==> config.mk <==
export PLATFORM = sky130hd
export DESIGN_NAME = rx_byte_assembler
export DESIGN_NICKNAME = d
export VERILOG_FILES = /design/src/rtl/rx_byte_assembler_pkg.sv /design/src/rtl/rx_byte_assembler_flex_counter.sv /design/src/rtl/rx_byte_assembler.sv
export SDC_FILE = /design/constraint.sdc
export NUM_CORES = 1
export LEC_CHECK = 0
export BUFFER_PORTS_ARGS = -buffer_cell sky130_fd_sc_hd__buf_2
export CAP_MARGIN = 25
export CORE_MARGIN = 2
export CORE_UTILIZATION = 40
export DETAILED_ROUTE_END_ITERATION = 7
export HOLD_SLACK_MARGIN = 0.05
export PLACE_DENSITY = 0.66
export SYNTH_ARGS = -nofsm -noshare
export SYNTH_HDL_FRONTEND = slang
export SYNTH_HIERARCHICAL = 1
export SYNTH_SLANG_ARGS = --single-unit
==> constraint.sdc <==
create_clock -name clk -period 2.2 [get_ports clk]
set_input_delay 0.44 -clock clk [delete_from_list [all_inputs] [get_ports clk]]
set_output_delay 0.44 -clock clk [all_outputs]
set_load 0.005 [all_outputs]
==> src/rtl/rx_byte_assembler_pkg.sv <==
// Shared types and defaults for the USB full-speed receive byte assembler.
package usb_rx_pkg;

    typedef enum logic [1:0] {
        IDLE = 2'd0,
        SYNC = 2'd1,
        DATA = 2'd2,
        ERR  = 2'd3
    } rx_state_t;

    localparam logic [7:0] SYNC_BYTE_DEF = 8'h80;
    localparam int         STUFF_LEN_DEF = 6;

endpackage

==> src/rtl/rx_byte_assembler_flex_counter.sv <==
// Small wrap-around counter: counts 0..rollover_val then back to 0.
// rollover_flag marks the terminal count so the caller can act on the final increment.
module flex_counter #(
    parameter int WIDTH = 3
) (
    input  logic             clk,
    input  logic             n_rst,
    input  logic             clear,
    input  logic             count_enable,
    input  logic [WIDTH-1:0] rollover_val,
    output logic [WIDTH-1:0] count_out,
    output logic             rollover_flag
);

    logic [WIDTH-1:0] count_reg;
    logic [WIDTH-1:0] count_next;

    always_ff @(posedge clk or negedge n_rst) begin
        if (!n_rst) begin
            count_reg <= '0;
        end else begin
            count_reg <= count_next;
        end
    end

    always_comb begin
        count_next = count_reg;
        if (clear) begin
            count_next = '0;
        end else if (count_enable) begin
            count_next = (count_reg == rollover_val) ? '0 : count_reg + 1'b1;
        end
    end

    assign count_out     = count_reg;
    assign rollover_flag = (count_reg == rollover_val);

endmodule

==> src/rtl/rx_byte_assembler.sv <==
// USB FS receive byte assembler: checks SYNC, strips stuffed bits and builds
// LSB-first bytes from the NRZI-decoded bit stream.
module rx_byte_assembler
    import usb_rx_pkg::*;
#(
    parameter logic [7:0] SYNC_BYTE = SYNC_BYTE_DEF,
    parameter int         STUFF_LEN = STUFF_LEN_DEF
) (
    input  logic       clk,
    input  logic       n_rst,
    input  logic       start,
    input  logic       d_orig,
    input  logic       shift_enable,
    input  logic       eop,
    output logic [7:0] rx_data,
    output logic       byte_valid,
    output logic       sync_ok,
    output logic       rx_active,
    output logic       stuff_err,
    output logic       align_err
);

    localparam logic [2:0] STUFF_CNT = 3'(STUFF_LEN);

    rx_state_t  state_reg, state_next;
    logic [7:0] shreg_reg, shreg_next;
    logic [2:0] ones_reg, ones_next;
    logic [7:0] rx_data_reg, rx_data_next;
    logic       byte_valid_reg, byte_valid_next;
    logic       sync_ok_reg, sync_ok_next;
    logic       rx_active_reg, rx_active_next;
    logic       stuff_err_reg, stuff_err_next;
    logic       align_err_reg, align_err_next;

    logic       cnt_clear;
    logic       cnt_en;
    logic [2:0] bit_cnt;
    logic       last_bit;

    flex_counter #(.WIDTH(3)) u_bit_cnt (
        .clk          (clk),
        .n_rst        (n_rst),
        .clear        (cnt_clear),
        .count_enable (cnt_en),
        .rollover_val (3'd7),
        .count_out    (bit_cnt),
        .rollover_flag(last_bit)
    );

    always_ff @(posedge clk or negedge n_rst) begin
        if (!n_rst) begin
            state_reg      <= IDLE;
            shreg_reg      <= 8'h00;
            ones_reg       <= 3'd0;
            rx_data_reg    <= 8'h00;
            byte_valid_reg <= 1'b0;
            sync_ok_reg    <= 1'b0;
            rx_active_reg  <= 1'b0;
            stuff_err_reg  <= 1'b0;
            align_err_reg  <= 1'b0;
        end else begin
            state_reg      <= state_next;
            shreg_reg      <= shreg_next;
            ones_reg       <= ones_next;
            rx_data_reg    <= rx_data_next;
            byte_valid_reg <= byte_valid_next;
            sync_ok_reg    <= sync_ok_next;
            rx_active_reg  <= rx_active_next;
            stuff_err_reg  <= stuff_err_next;
            align_err_reg  <= align_err_next;
        end
    end

    always_comb begin
        state_next      = state_reg;
        shreg_next      = shreg_reg;
        ones_next       = ones_reg;
        rx_data_next    = rx_data_reg;
        byte_valid_next = 1'b0;
        sync_ok_next    = 1'b0;
        align_err_next  = 1'b0;
        stuff_err_next  = stuff_err_reg;
        cnt_clear       = 1'b0;
        cnt_en          = 1'b0;

        case (state_reg)
            IDLE: begin
                if (start) begin
                    state_next     = SYNC;
                    cnt_clear      = 1'b1;
                    ones_next      = 3'd0;
                    shreg_next     = 8'h00;
                    stuff_err_next = 1'b0;
                end
            end
            SYNC, DATA: begin
                if (eop) begin
                    state_next = IDLE;
                    cnt_clear  = 1'b1;
                    align_err_next = (state_reg == DATA) && (bit_cnt != 3'd0);
                end else if (shift_enable) begin
                    if ((state_reg == DATA) && (ones_reg == STUFF_CNT)) begin
                        // Stuff slot: a 0 is dropped silently, a 1 is a line error.
                        ones_next = 3'd0;
                        if (d_orig) begin
                            stuff_err_next = 1'b1;
                            state_next     = ERR;
                        end
                    end else begin
                        shreg_next = {d_orig, shreg_reg[7:1]};
                        // Saturate so a long run of 1s in a bad SYNC cannot wrap.
                        ones_next  = d_orig ? ((ones_reg == 3'd7) ? 3'd7 : ones_reg + 3'd1) : 3'd0;
                        cnt_en     = 1'b1;
                        if (last_bit) begin
                            if (state_reg == SYNC) begin
                                if (shreg_next == SYNC_BYTE) begin
                                    state_next   = DATA;
                                    sync_ok_next = 1'b1;
                                end else begin
                                    state_next = ERR;
                                end
                            end else begin
                                rx_data_next    = shreg_next;
                                byte_valid_next = 1'b1;
                            end
                        end
                    end
                end
            end
            ERR: begin
                if (eop) begin
                    state_next = IDLE;
                    cnt_clear  = 1'b1;
                end
            end
            default: state_next = IDLE;
        endcase

        rx_active_next = (state_next == SYNC) || (state_next == DATA);
    end

    assign rx_data    = rx_data_reg;
    assign byte_valid = byte_valid_reg;
    assign sync_ok    = sync_ok_reg;
    assign rx_active  = rx_active_reg;
    assign stuff_err  = stuff_err_reg;
    assign align_err  = align_err_reg;

endmodule

# Word level (Yosys, flattened, before mapping)
# Cells that the tools add are included.
[totals]
ff_bits = 29
wordCells = 96
[classes]
n_addsub = 2
n_eq_ne = 15
muxes = 53
bitwise = 3
n_reduce_logical = 13
[ops]
columns = ["cell", "n"]
rows = [
  ["2-to-1 mux 8 bit", 4],
  ["2-to-1 mux 1 bit", 27],
  ["2-to-1 mux 3 bit", 9],
  ["2-to-1 mux 2 bit", 8],
  ["one-hot mux 8 bit (2 select lines)", 1],
  ["inequality test 2 bit, second input constant", 6],
  ["AND reduction 6 bit", 2],
  ["equality test 3 bit, second input constant", 3],
  ["equality test 8 bit, second input constant", 1],
  ["adder 3 x 1 -> 3 bit, second input constant", 2],
  ["equality test 2 bit, second input constant", 3],
  ["one-hot mux 2 bit (3 select lines)", 1],
  ["one-hot mux 3 bit (2 select lines)", 1],
  ["AND reduction 5 bit", 1],
  ["equality test 2 x 1 -> 1 bit, second input constant", 2],
  ["one-hot mux 1 bit (2 select lines)", 2],
  ["AND reduction 4 bit", 1],
  ["nonzero test 2 bit", 2],
  ["inverter 1 bit", 3],
  ["nonzero test 3 bit", 1],
  ["OR reduction 3 bit", 1],
  ["logical AND 1 bit", 2],
  ["logical NOT 2 bit", 1],
  ["OR reduction 2 bit", 1],
  ["logical OR 1 bit", 1],
]

# Longest topological paths before layout
[logic_depth]
depth_word = 10
depth_mapped = 8
mapped_depth_nobuf = 7

# By module
# The synthesis kept the hierarchy.
[modules_own_cells]
columns = ["module", "n_inst", "cells_per_inst", "area_per_inst_um2"]
rows = [
  ["rx_byte_assembler", 1, 108, 1278.7],
  ["flex_counter", 1, 20, 198.9],
]

# Worst setup path before layout
# No wires, ideal clock.
[synth_path]
path_kind = "register to register"
startpoint = "reg state_reg[0]"
endpoint = "reg rx_data_reg[0] (netlist: rx_data[0])"
setup_ns = 0.125
arrival_ns = 1.858
required_time_ns = 2.075
setup_slack_ns = 0.217
path_stages_with_launch = 9
n_path_buf = 2
period_less_slack_ns = 1.983
cell_sequence = "dfrtp_1 inv_1 ha_1 and3b_1 and2_4 buf_6 and3b_1 buf_6 mux2_4"
[synth_between]
elab_chain_cells = 4
[synth_lines]
columns = ["element", "line", "source"]
rows = [
  ["start, declared", "rx_byte_assembler.sv:25", "rx_state_t state_reg, state_next;"],
  ["start signal, assigned", "rx_byte_assembler.sv:62", "state_reg <= state_next;"],
  ["equality test 2 bit", "rx_byte_assembler.sv:86, rx_byte_assembler.sv:102", ""],
  ["logical AND 1 bit", "rx_byte_assembler.sv:102", "if ((state_reg == DATA) && (ones_reg == STUFF_CNT)) begin"],
  ["inverter 1 bit (no source line)", "n/a", ""],
  ["AND reduction 6 bit (no source line) (*)", "n/a", ""],
  ["end signal, assigned", "rx_byte_assembler.sv:65", "rx_data_reg <= rx_data_next;"],
  ["end, declared", "rx_byte_assembler.sv:28", "logic [7:0] rx_data_reg, rx_data_next;"],
]
# Mark *: on every way between the ends. The rest lies on a longest branch, timed or not.
# A chain may end at the register's enable or synchronous reset.

# Worst setup path in the final report
[layout_path]
startpoint = "reg state_reg[0]"
endpoint = "reg rx_active_reg (netlist: rx_active)"
[layout_between]
elab_chain_cells = 9
[layout_lines]
columns = ["element", "line", "source"]
rows = [
  ["equality test 2 x 1 -> 1 bit", "rx_byte_assembler.sv:86, rx_byte_assembler.sv:115", ""],
  ["2-to-1 mux 2 bit", "rx_byte_assembler.sv:115", "if (state_reg == SYNC) begin"],
  ["2-to-1 mux 2 bit", "rx_byte_assembler.sv:114", "if (last_bit) begin"],
  ["2-to-1 mux 2 bit", "rx_byte_assembler.sv:102", ""],
  ["2-to-1 mux 2 bit", "rx_byte_assembler.sv:101", "end else if (shift_enable) begin"],
  ["2-to-1 mux 2 bit", "rx_byte_assembler.sv:97", "if (eop) begin"],
  ["one-hot mux 2 bit (3 select lines) (*)", "rx_byte_assembler.sv:86", "case (state_reg)"],
  ["net state_next[0]", "rx_byte_assembler.sv:25", ""],
  ["equality test 2 x 1 -> 1 bit / equality test 2 bit (equally long branches)", "rx_byte_assembler.sv:139", "rx_active_next = (state_next == SYNC) || (state_next == DATA);"],
  ["logical OR 1 bit (*)", "rx_byte_assembler.sv:139", ""],
  ["net rx_active_next", "rx_byte_assembler.sv:31", "logic rx_active_reg, rx_active_next;"],
  ["end signal, assigned", "rx_byte_assembler.sv:68", "rx_active_reg <= rx_active_next;"],
  ["end, declared", "rx_byte_assembler.sv:31", ""],
]
# Mark *: on every way through the listed nets, which the timed path passes. The rest lies on a longest branch.

==> results by group <==
Run status
  – Status: finished clean

Global route
  – Global route overflow: 0
  – First-pass GRT wire length: roughly 5200 µm
  – Largest net degree at the start of global routing: 29
  – Total track usage: 0.1609
  – Vias in the first global route: ~1,100
  – Antenna violations before repair: 0

Detailed routing
  – DR iter-0 viols: 46
  – Final ANT Viol Nets: 0
  – Total Routed Length: 2993 µm
  – DR WL/cell: ~15 µm
  – Total number of vias: roughly 1,100
  – Post-DR vias/cell: 5.348
  – Drt pass-1 iters: 4
  – Remaining DRCs: 0

Layout
  – Share of layout cells above drive strength 1: 0.3203
  – Final #Nets: 167
  – Commonest non-fill, non-tap cell in the layout: dfrtp_1
  – # diodes: 0
  – Synth-to-layout area growth: 16.09%
  – Max FFs per register: 8
  – Fill cell total of the finished layout: about 340
  – Design area: around 1700 µm²
  – Most frequent cells in the layout: dfrtp_1 (28), buf_2 (18), a21oi_1 (8), mux2_4 (8)

Critical path
  – Crit end category: flop
  – CP bufs+invs: 2
  – Worst EP arrival: between 2 and 2.5 ns
  – Crit-path cells: inv_1 > ha_1 > buf_4 > or2_2 > a221oi_1 > a311oi_2 > xor2_1
  – Slowest-stage cell, CP: dfrtp_1
  – Crit path kind: flop to flop
  – Critical Path RT: about 2.4 ns
  – Peak per-stage delay on the critical path: approximately 0.44 ns
  – CP max FO: 12
  – Startpoint types: flop
  – CP delay by family, top: flip-flops

Clock tree
  – Hold Buf Count CTS: 0
  – H-tree depth: 1
  – CTS tree: built
  – Clock-pin slew on the worst setup and hold paths: roughly 0.10 ns
  – Clock Path Buffers: 2
  – Clk_lat worst skew: roughly 0.28 ns
  – Clock buffers created by TritonCTS: 3
  – CTS Sinks: 28
  – Root buf cell: clkbuf_8

Logic synthesis
  – Mapped cell area: about 1500 µm²
  – Top FF cell, synth: dfrtp_1
  – Register area share after synthesis: 0.4742
  – Most area-hungry cell type in the Yosys netlist: dfrtp_1
  – Cell variety after synth: 38
  – Avg Inst Size Synth: 11.54 µm²
  – Syn. warnings: 6
  – Synth Register Bits: 28
  – Post-synth ARST share: 1.000
  – Top cells by area, synth: dfrtp_1 (47%), mux2_4 (8.1%), ha_1 (5.9%)
  – Synth top area share: 0.4742
  – Post-synth EDFFs: 0
  – Syn Inst Count: 128

Floorplan
  – IO Pins: 19
  – Die Y: 64.78 µm
  – Starting density of the core: 0.4098
  – Total core area: about 3600 µm²
  – DIE AREA: between 4000 and 5000 µm²
  – Die Span X: about 65 µm
  – Site Rows: 22

Place
  – Input/output buffers: 18
  – Dpl cell area: between 1500 and 2000 µm²
  – Gpl congestion: 0.7897
  – Pre-CTS setup slack: about 0.065 ns
  – DP Wirelength: 2248 µm

Timing
  – Final Hold Vio Count: 0
  – Final worst slack: ~0.13 ns
  – Final hold slack: ~0.16 ns
  – Final slew viol count: 0
  – Slew HR: 0.5848
  – Tmin final: a little over 2 ns
  – Slew @ Worst Pin: between 0.6 and 0.7 ns
  – FMAX: 0.4842 GHz
  – Setup Viol. Count Final: 0
  – RSZ-0062 raised after global routing: false
  – Crit share post-route: 0.9388
  – Setup TNS: 0 ns
  – Worst Skew: slightly below 0.004 ns

Min path
  – Worst Hold Class: input port to async pin

Job
  – Max Cap Viol: 0

Power and ir drop
  – Leakage power: ~0.86 nW
  – Worst vdd ir: 0.4388 mV
  – Pwr/cell area: 942.3 nW/µm²
==> area by class of cell <==
cell class | count | area (µm²) | area share
clock inverter | 1 | 30.03 | 0.01751
sequential | 28 | 700.7 | 0.4085
multi-input combinational | 91 | 729.5 | 0.4252
timing repair buffer | 23 | 127.6 | 0.07440
inverter | 7 | 26.28 | 0.01532
clock buffer | 3 | 41.29 | 0.02407
tap | 48 | 60.06 | 0.03501
==> what timing repair did <==
item / CTS / global route
setup endpoints to repair: 0 / 8
resized for setup: 0 / 1
endpoints found under the hold margin: 0 / 0
setup buffers: 0 / 0
==> final timing paths <==
check                                       start                        to  slack (ns)  cells past startpoint
max                        state_reg[0]$_DFF_PN0_       rx_active$_DFF_PN0_        0.13                      7
min                                         n_rst  shreg_reg[7]$_DFFE_PN0P_        0.16                      1
max reg2reg                state_reg[0]$_DFF_PN0_       rx_active$_DFF_PN0_        0.13                      7
min reg2reg                rx_data[5]$_DFFE_PN0P_    rx_data[5]$_DFFE_PN0P_        0.51                      1
max in group asynchronous                   n_rst    rx_data[1]$_DFFE_PN0P_        1.64                      1
min in group clk                              eop       align_err$_DFF_PN0_        0.43                      3
==> layer usage <==
metal  global-route usage  share of wire  vias to the layer above
li1                     -              -                      521
met1               0.1881           0.44                      520
met2               0.2732           0.49                       25
met3              0.04514          0.043                        9
met4              0.07181          0.027                        0
met5                    0              0                        -
==> synthesized netlist by cell type (2+ instances only) <==
library cell   n
xor2_1         4
buf_6          2
o22ai_1        3
nor3_1         3
a21oi_1        8
or2b_1         2
inv_1          7
nand3_1        5
a21boi_0       2
o311ai_1       2
a21bo_2        7
dfrtp_1       28
a31oi_1        2
and3b_1        3
nand4_1        6
mux2_4         8
clkbuf_1       2
o21ai_0        2
nor2_1         4
ha_1           7
nor2b_1        2
nand2b_1       3
==> metrics by stage <==
| step | std cells | total power [mW] | utilization |
|---|---|---|---|
| global placement | 197 | 1.185 | 0.4556 |
| detailed placement | 197 | 1.212 | 0.4556 |
| CTS | 201 | 1.630 | 0.4754 |
| finish | 201 | 1.616 | 0.4757 |
| floorplan | 130 | 1.034 | - |
| global route | 201 | 1.726 | 0.4757 |
==> kinds of logic (layout without fill, tap and decap cells) <==
family | count (synthesis) | in the layout | share of synthesized area
adder cells (fa/ha/maj) | 7 | 7 | 0.05927
XOR/XNOR | 4 | 4 | 0.02371
buffers and inverters | 11 | 34 | 0.03811
AND/OR/NAND/NOR | 36 | 36 | 0.1533
flip-flops | 28 | 28 | 0.4742
AO/OA/AOI/OAI | 32 | 32 | 0.1609
multiplexers | 9 | 9 | 0.08806
other | 1 | 3 | 0.002538
==> power breakdown <==
part / switching [mW] / total (mW) / internal [mW] / leakage [nW]
clock network: 0.165 / 0.409 / 0.244 / 0.0357
logic: 0.319 / 0.561 / 0.241 / 0.441
registers: 0.0602 / 0.647 / 0.587 / 0.383
Note: power is estimated with default switching activity, not from simulation.
